===== config.mk =====
export PLATFORM = sky130hd
export DESIGN_NAME = if_stage_flat
export DESIGN_NICKNAME = d
export VERILOG_FILES = /design/src/rtl/if_stage_pkg.sv /design/src/rtl/if_stage_if.sv /design/src/rtl/if_stage_if_id_reg.sv /design/src/rtl/if_stage.sv /design/src/flat_wrapper.sv
export SDC_FILE = /design/constraint.sdc
export NUM_CORES = 1
export LEC_CHECK = 0
export CAP_MARGIN = 20
export CORE_MARGIN = 10
export CORE_UTILIZATION = 44
export DETAILED_ROUTE_END_ITERATION = 10
export PLACE_DENSITY = 0.8
export SLEW_MARGIN = 25
export SYNTH_ARGS = -nofsm -noshare
export SYNTH_HDL_FRONTEND = slang
export SYNTH_SLANG_ARGS = --single-unit

===== constraint.sdc =====
create_clock -name clk -period 1.9 [get_ports clk]
set_input_delay 0.285 -clock clk [delete_from_list [all_inputs] [get_ports clk]]
set_output_delay 0.285 -clock clk [all_outputs]
set_load 0.02 [all_outputs]

===== src/rtl/if_stage_pkg.sv =====
// Shared constants for the instruction-fetch stage: opcodes, bubble word, fetch FSM states.
package if_stage_pkg;

  localparam logic [2:0] OP_LDD = 3'b001;
  localparam logic [2:0] OP_STD = 3'b010;
  localparam logic [2:0] OP_ADD = 3'b011;
  localparam logic [2:0] OP_NOT = 3'b100;
  localparam logic [2:0] OP_NOP = 3'b101;

  // Bubble for the default 16-bit instruction width; width-generic blocks build it from OP_NOP.
  localparam logic [15:0] BUBBLE_INSTR = {OP_NOP, 13'b0};

  typedef enum logic {
    VEC = 1'b0,
    RUN = 1'b1
  } fetch_state_e;

endpackage


===== src/rtl/if_stage_if.sv =====
// Fetch-stage bus: redirect/stall controls in, instruction-memory port and IF/ID contents out.
interface if_stage_if #(
  parameter int ADDR_W  = 16,
  parameter int INSTR_W = 16
);
  // if_id_valid qualifies if_id_instr/if_id_pc_plus1; stall is the consumer's not-ready and
  // holds them unchanged, so a word is handed downstream on each edge with valid high and stall low.
  logic               stall;
  logic               branch_taken;
  logic [ADDR_W-1:0]  branch_target;
  logic [ADDR_W-1:0]  imem_addr;
  logic [INSTR_W-1:0] imem_data;
  logic [INSTR_W-1:0] if_id_instr;
  logic [ADDR_W-1:0]  if_id_pc_plus1;
  logic               if_id_valid;
  logic [2:0]         opcode;

  modport master (
    input  stall, branch_taken, branch_target, imem_data,
    output imem_addr, if_id_instr, if_id_pc_plus1, if_id_valid, opcode
  );

  modport slave (
    output stall, branch_taken, branch_target, imem_data,
    input  imem_addr, if_id_instr, if_id_pc_plus1, if_id_valid, opcode
  );
endinterface


===== src/rtl/if_stage_if_id_reg.sv =====
// IF/ID pipeline register: load / hold / flush-to-bubble, synchronous reset to bubble.
module if_stage_if_id_reg
  import if_stage_pkg::*;
#(
  parameter int ADDR_W  = 16,
  parameter int INSTR_W = 16
) (
  input  logic               clk,
  input  logic               rst,
  input  logic               i_load,
  input  logic               i_flush,
  input  logic [INSTR_W-1:0] i_instr,
  input  logic [ADDR_W-1:0]  i_pc_plus1,
  output logic [INSTR_W-1:0] o_instr,
  output logic [ADDR_W-1:0]  o_pc_plus1,
  output logic               o_valid
);

  localparam logic [INSTR_W-1:0] BUBBLE = {OP_NOP, {(INSTR_W-3){1'b0}}};

  logic [INSTR_W-1:0] r_instr;
  logic [ADDR_W-1:0]  r_pc_plus1;
  logic               r_valid;

  // Flush wins over load so a redirect never lets the wrong-path word through.
  always_ff @(posedge clk) begin
    if (rst || i_flush) begin
      r_instr    <= BUBBLE;
      r_pc_plus1 <= '0;
      r_valid    <= 1'b0;
    end else if (i_load) begin
      r_instr    <= i_instr;
      r_pc_plus1 <= i_pc_plus1;
      r_valid    <= 1'b1;
    end
  end

  assign o_instr    = r_instr;
  assign o_pc_plus1 = r_pc_plus1;
  assign o_valid    = r_valid;

endmodule


===== src/rtl/if_stage.sv =====
// Instruction-fetch stage: PC, fetch FSM, next-PC mux and the IF/ID register.
// Define IF_RESET_VECTOR_EN to load the start PC from imem[RESET_PC] after reset.
module if_stage
  import if_stage_pkg::*;
#(
  parameter int                ADDR_W   = 16,
  parameter int                INSTR_W  = 16,
  parameter logic [ADDR_W-1:0] RESET_PC = '0
) (
  input  logic         clk,
  input  logic         rst,
  if_stage_if.master   bus,
  output fetch_state_e o_dbg_state
);

`ifdef IF_RESET_VECTOR_EN
  localparam fetch_state_e RST_STATE = VEC;
`else
  localparam fetch_state_e RST_STATE = RUN;
`endif

  fetch_state_e      r_state;
  fetch_state_e      w_next_state;
  logic [ADDR_W-1:0] r_pc;
  logic [ADDR_W-1:0] w_next_pc;
  logic [ADDR_W-1:0] w_pc_plus1;
  logic [ADDR_W-1:0] w_vec_pc;
  logic              w_load;
  logic              w_flush;

  assign w_pc_plus1 = r_pc + ADDR_W'(1);

  // The reset-vector word is zero-extended when the address is wider than an instruction.
  generate
    if (ADDR_W > INSTR_W) begin : g_zext
      assign w_vec_pc = {{(ADDR_W-INSTR_W){1'b0}}, bus.imem_data};
    end else begin : g_trunc
      assign w_vec_pc = bus.imem_data[ADDR_W-1:0];
    end
  endgenerate

  always_ff @(posedge clk) begin
    if (rst) begin
      r_state <= RST_STATE;
      r_pc    <= RESET_PC;
    end else begin
      r_state <= w_next_state;
      r_pc    <= w_next_pc;
    end
  end

  always_comb begin
    w_next_state = RUN;
    w_next_pc    = r_pc;
    w_load       = 1'b0;
    w_flush      = 1'b0;
    case (r_state)
      VEC: w_next_pc = w_vec_pc;
      RUN: begin
        if (bus.branch_taken) begin
          w_next_pc = bus.branch_target;
          w_flush   = 1'b1;
        end else if (!bus.stall) begin
          w_next_pc = w_pc_plus1;
          w_load    = 1'b1;
        end
      end
      default: ;
    endcase
  end

  if_stage_if_id_reg #(
    .ADDR_W  (ADDR_W),
    .INSTR_W (INSTR_W)
  ) u_if_id_reg (
    .clk        (clk),
    .rst        (rst),
    .i_load     (w_load),
    .i_flush    (w_flush),
    .i_instr    (bus.imem_data),
    .i_pc_plus1 (w_pc_plus1),
    .o_instr    (bus.if_id_instr),
    .o_pc_plus1 (bus.if_id_pc_plus1),
    .o_valid    (bus.if_id_valid)
  );

  assign bus.imem_addr = r_pc;
  assign bus.opcode    = bus.if_id_instr[INSTR_W-1 -: 3];
  assign o_dbg_state   = r_state;

endmodule

===== src/flat_wrapper.sv =====
// flat-port wrapper written by rule: the top's interface ports become plain ports
module if_stage_flat import if_stage_pkg::*;
#(
  parameter int                ADDR_W   = 16,
  parameter int                INSTR_W  = 16,
  parameter logic [ADDR_W-1:0] RESET_PC = '0
)
  (clk, rst, o_dbg_state, bus_stall, bus_branch_taken, bus_branch_target, bus_imem_data, bus_imem_addr, bus_if_id_instr, bus_if_id_pc_plus1, bus_if_id_valid, bus_opcode);
  if_stage_if #(.ADDR_W(ADDR_W), .INSTR_W(INSTR_W)) bus_i ();
  input  logic clk;
  input  logic rst;
  output fetch_state_e o_dbg_state;
  input wire logic [$bits(bus_i.stall)-1:0] bus_stall;
  input wire logic [$bits(bus_i.branch_taken)-1:0] bus_branch_taken;
  input wire logic [$bits(bus_i.branch_target)-1:0] bus_branch_target;
  input wire logic [$bits(bus_i.imem_data)-1:0] bus_imem_data;
  output wire logic [$bits(bus_i.imem_addr)-1:0] bus_imem_addr;
  output wire logic [$bits(bus_i.if_id_instr)-1:0] bus_if_id_instr;
  output wire logic [$bits(bus_i.if_id_pc_plus1)-1:0] bus_if_id_pc_plus1;
  output wire logic [$bits(bus_i.if_id_valid)-1:0] bus_if_id_valid;
  output wire logic [$bits(bus_i.opcode)-1:0] bus_opcode;
  assign bus_i.stall = bus_stall;
  assign bus_i.branch_taken = bus_branch_taken;
  assign bus_i.branch_target = bus_branch_target;
  assign bus_i.imem_data = bus_imem_data;
  assign bus_imem_addr = bus_i.imem_addr;
  assign bus_if_id_instr = bus_i.if_id_instr;
  assign bus_if_id_pc_plus1 = bus_i.if_id_pc_plus1;
  assign bus_if_id_valid = bus_i.if_id_valid;
  assign bus_opcode = bus_i.opcode;
  if_stage #(.ADDR_W(ADDR_W), .INSTR_W(INSTR_W), .RESET_PC(RESET_PC)) u_core (.clk(clk), .rst(rst), .bus(bus_i), .o_dbg_state(o_dbg_state));
endmodule

==> results <==
-- per-layer routing --
layer  vias to the layer above  global-route usage, %  routed length, um
met2                        69                   22.0               2650
met3                         7                   4.72                526
met4                         0                   5.53                 82
met5                         -                      0                  0
li1                       1059                      -                  -
met1                       904                   18.9               2920
-- state kept, by name, summed over array words and instances (netlist names) --
register	cells
u_core.bus.imem_addr	16
u_core.u_if_id_reg.o_instr	16
u_core.u_if_id_reg.o_valid	1
u_core.u_if_id_reg.o_pc_plus1	16
-- final cells by class --
type | instances | area, um2
Fill cell | 441 | 1770
Multi-Input combinational cell | 176 | 1220
Sequential cell | 49 | 981
Timing Repair Buffer | 99 | 973
Tap cell | 70 | 87.6
Clock buffer | 6 | 72.6
Inverter | 14 | 52.6
Clock inverter | 2 | 15.0
-- per-stage QoR --
stage | setup slack (ps) | total power, mW
after global placement | 123 | 1.59
after global routing | 5.22 | 2.28
after floorplan | 150 | 1.37
after detailed placement | 70.4 | 1.59
final | 77.5 | 2.17
after CTS | 59.9 | 2.20
-- path summary, 6_finish.rpt --
check | start | to | slack (ps) | depth (start not counted)
hold reg to reg | u_core.u_if_id_reg.o_valid | u_core.u_if_id_reg.o_valid | 450 | 2
setup / recovery | u_core.bus.imem_addr[3] | bus_imem_addr[3] | 80 | 2
hold / removal | u_core.u_if_id_reg.o_valid | u_core.u_if_id_reg.o_valid | 450 | 2
setup reg to reg | u_core.bus.imem_addr[0] | u_core.bus.imem_addr[12] | 190 | 5
-- power breakdown --
part | switching, mW | total (mW) | internal (mW)
clock | 0.348 | 0.608 | 0.260
combinational | 0.211 | 0.445 | 0.234
sequential | 0.0495 | 1.12 | 1.07
total | 0.608 | 2.17 | 1.57
-- synthesized netlist by cell type --
library cell,count
nor2_1,28
nand4_1,1
xor2_1,10
a21oi_2,1
nor4_2,5
xnor2_1,17
o21a_1,10
clkbuf_1,13
mux2i_1,19
a21oi_1,26
nor4_4,2
or2_2,1
dfxtp_1,49
nand2b_1,2
ha_1,1
nand4_2,1
nand2_1,8
nand3_1,4
nor4_1,4
nand3_2,1
inv_1,14
nand4b_1,1
o31a_1,1
or3_1,2
nand4b_2,1
a211oi_1,3
a21o_1,1
conb_1,1
buf_4,4
buf_2,6
o21ai_0,14
buf_6,1
o22ai_1,1
nor3_1,8
nand4_4,2
-- worst register-to-register path: stages, from the launching register on --
cell and delay, ps:
dfxtp_1 350, ha_1 250, nand4_2 310, nor4_1 410, xor2_1 110, o21a_1 180
-- cells by family after synthesis --
group,Yosys count
simple gates,71
flops,49
compound gates,57
buf+inv,38
xor+xnor,27
fa+ha+maj,1
other cells,1
mux,19
==> impl_metrics.yaml <==
outcome:
  status: "finished clean"
synth:
  synth_fa_ha_area_share_pct: 0.526
  synthSimpleGateAreaFrac_pct: 19.0
  yosysUniqueCellTypes: 35
  synthCells: 263
  avgSynthCellArea_um2: 9.04
  yosys.area.top_type: "dfxtp_1"
  synth_nets: 300
  synth_top_area_share_pct: 41.3
  ys_top_cells_by_area: "dfxtp_1, mux2i_1, xnor2_1"
  synth_mux_area_share_pct: 8.00
  synth_compound_area_share_pct: 13.8
  synth_top_family_by_area: "simple AND/OR/NAND/NOR gates"
  synth_seq_cells: 49
  synth-seq-area-share_pct: 41.3
  syn_area_um2: 2380
  synth_xor_area_share_pct: 9.95
  ys_warn_count: 0
layout:
  n_antenna_cell: 0
  instances_no_fill: 416
  layout_commonest_cell: "clkdlybuf4s50_1"
  nets: 382
  final_core_util_pct: 65.8
  finalInstanceArea_um2: 3410
  drive_above_1_share_pct: 9.54
  syn2layout_area_growth_pct: 43.3
  final_cell_mix: "clkdlybuf4s50_1, dfxtp_1, nor2_1, a21oi_1, mux2i_1"
floorplanning:
  ioPinCount: 89
  row_count: 26
  fp.dieW_um: 93.5
  die-area_um2: 8740
  core_um2: 5170
  start_util_pct: 46.0
  die_y_um: 93.5
cts:
  postCtsHoldBufs: 0
  cts_tree: "built"
  clock_latency_ps: 300
  htreeDepth: 2
  clock-root-buffer: "clkbuf_8"
  cts_sinks: 49
  numCtsBuffers: 5
  cts_setup_buffers: 0
  cts_buffer_depth: 2
  cts_resized: 0
  path_clk_slew_ps: 90
global_route:
  overflow: 0
  grt_max_degree: 34
  grt_pass1_vias: 2019
  grt_pass1_wl_mm: 10.4
  track_usage_pct: 14.6
  antenna_found_initial: 0
setup_path:
  critPathKind: "register to output port"
  critical_path.max_stage_delay_ps: 600
  crit_fanout: 5
  startpoint_type: "register"
  required_ps: 1620
  cp_num_buf_inv: 2
  cp_top_family: "buffers and inverters"
  worstPathArrival_ps: 1540
  endpoint_kind: "output port"
  crit_chain: "buf_4, clkdlybuf4s50_1"
  slowest_stage: "clkdlybuf4s50_1"
placement:
  portBuffers: 87
  hpwl_mm: 4.68
  place_inst: 408
  dpl_cell_area_um2: 3320
  place.gp.congestion: 0.804
routing:
  ant_nets: 0
  first_iter_violations: 60
  dr.pass1.iters: 4
  drc: 0
  totalWireLength_mm: 6.18
  vias: 2039
  drt-vias-per-instance: 4.90
  wl_per_cell_um: 14.8
sta:
  setup_viol: 0
  fin_crit_sh_pct: 95.9
  rsz0062_at_grt: "false"
  skew_ps: 3.89
  maxSlewViolCount: 0
  max_freq_mhz: 549
  final.setup.tns_ps: 0
  finalHoldViolCount: 0
  hold_slack_ps: 451
  period_minus_slack_ps: 1820
hold_path:
  holdCritPathClass: "register to register"
power:
  peakVddDrop_mv: 0.293
  power.density_nw_per_um2: 639
  p_leak_nw: 1.32
job:
  drv_cap: 0
(Power assumes the default switching activity.)
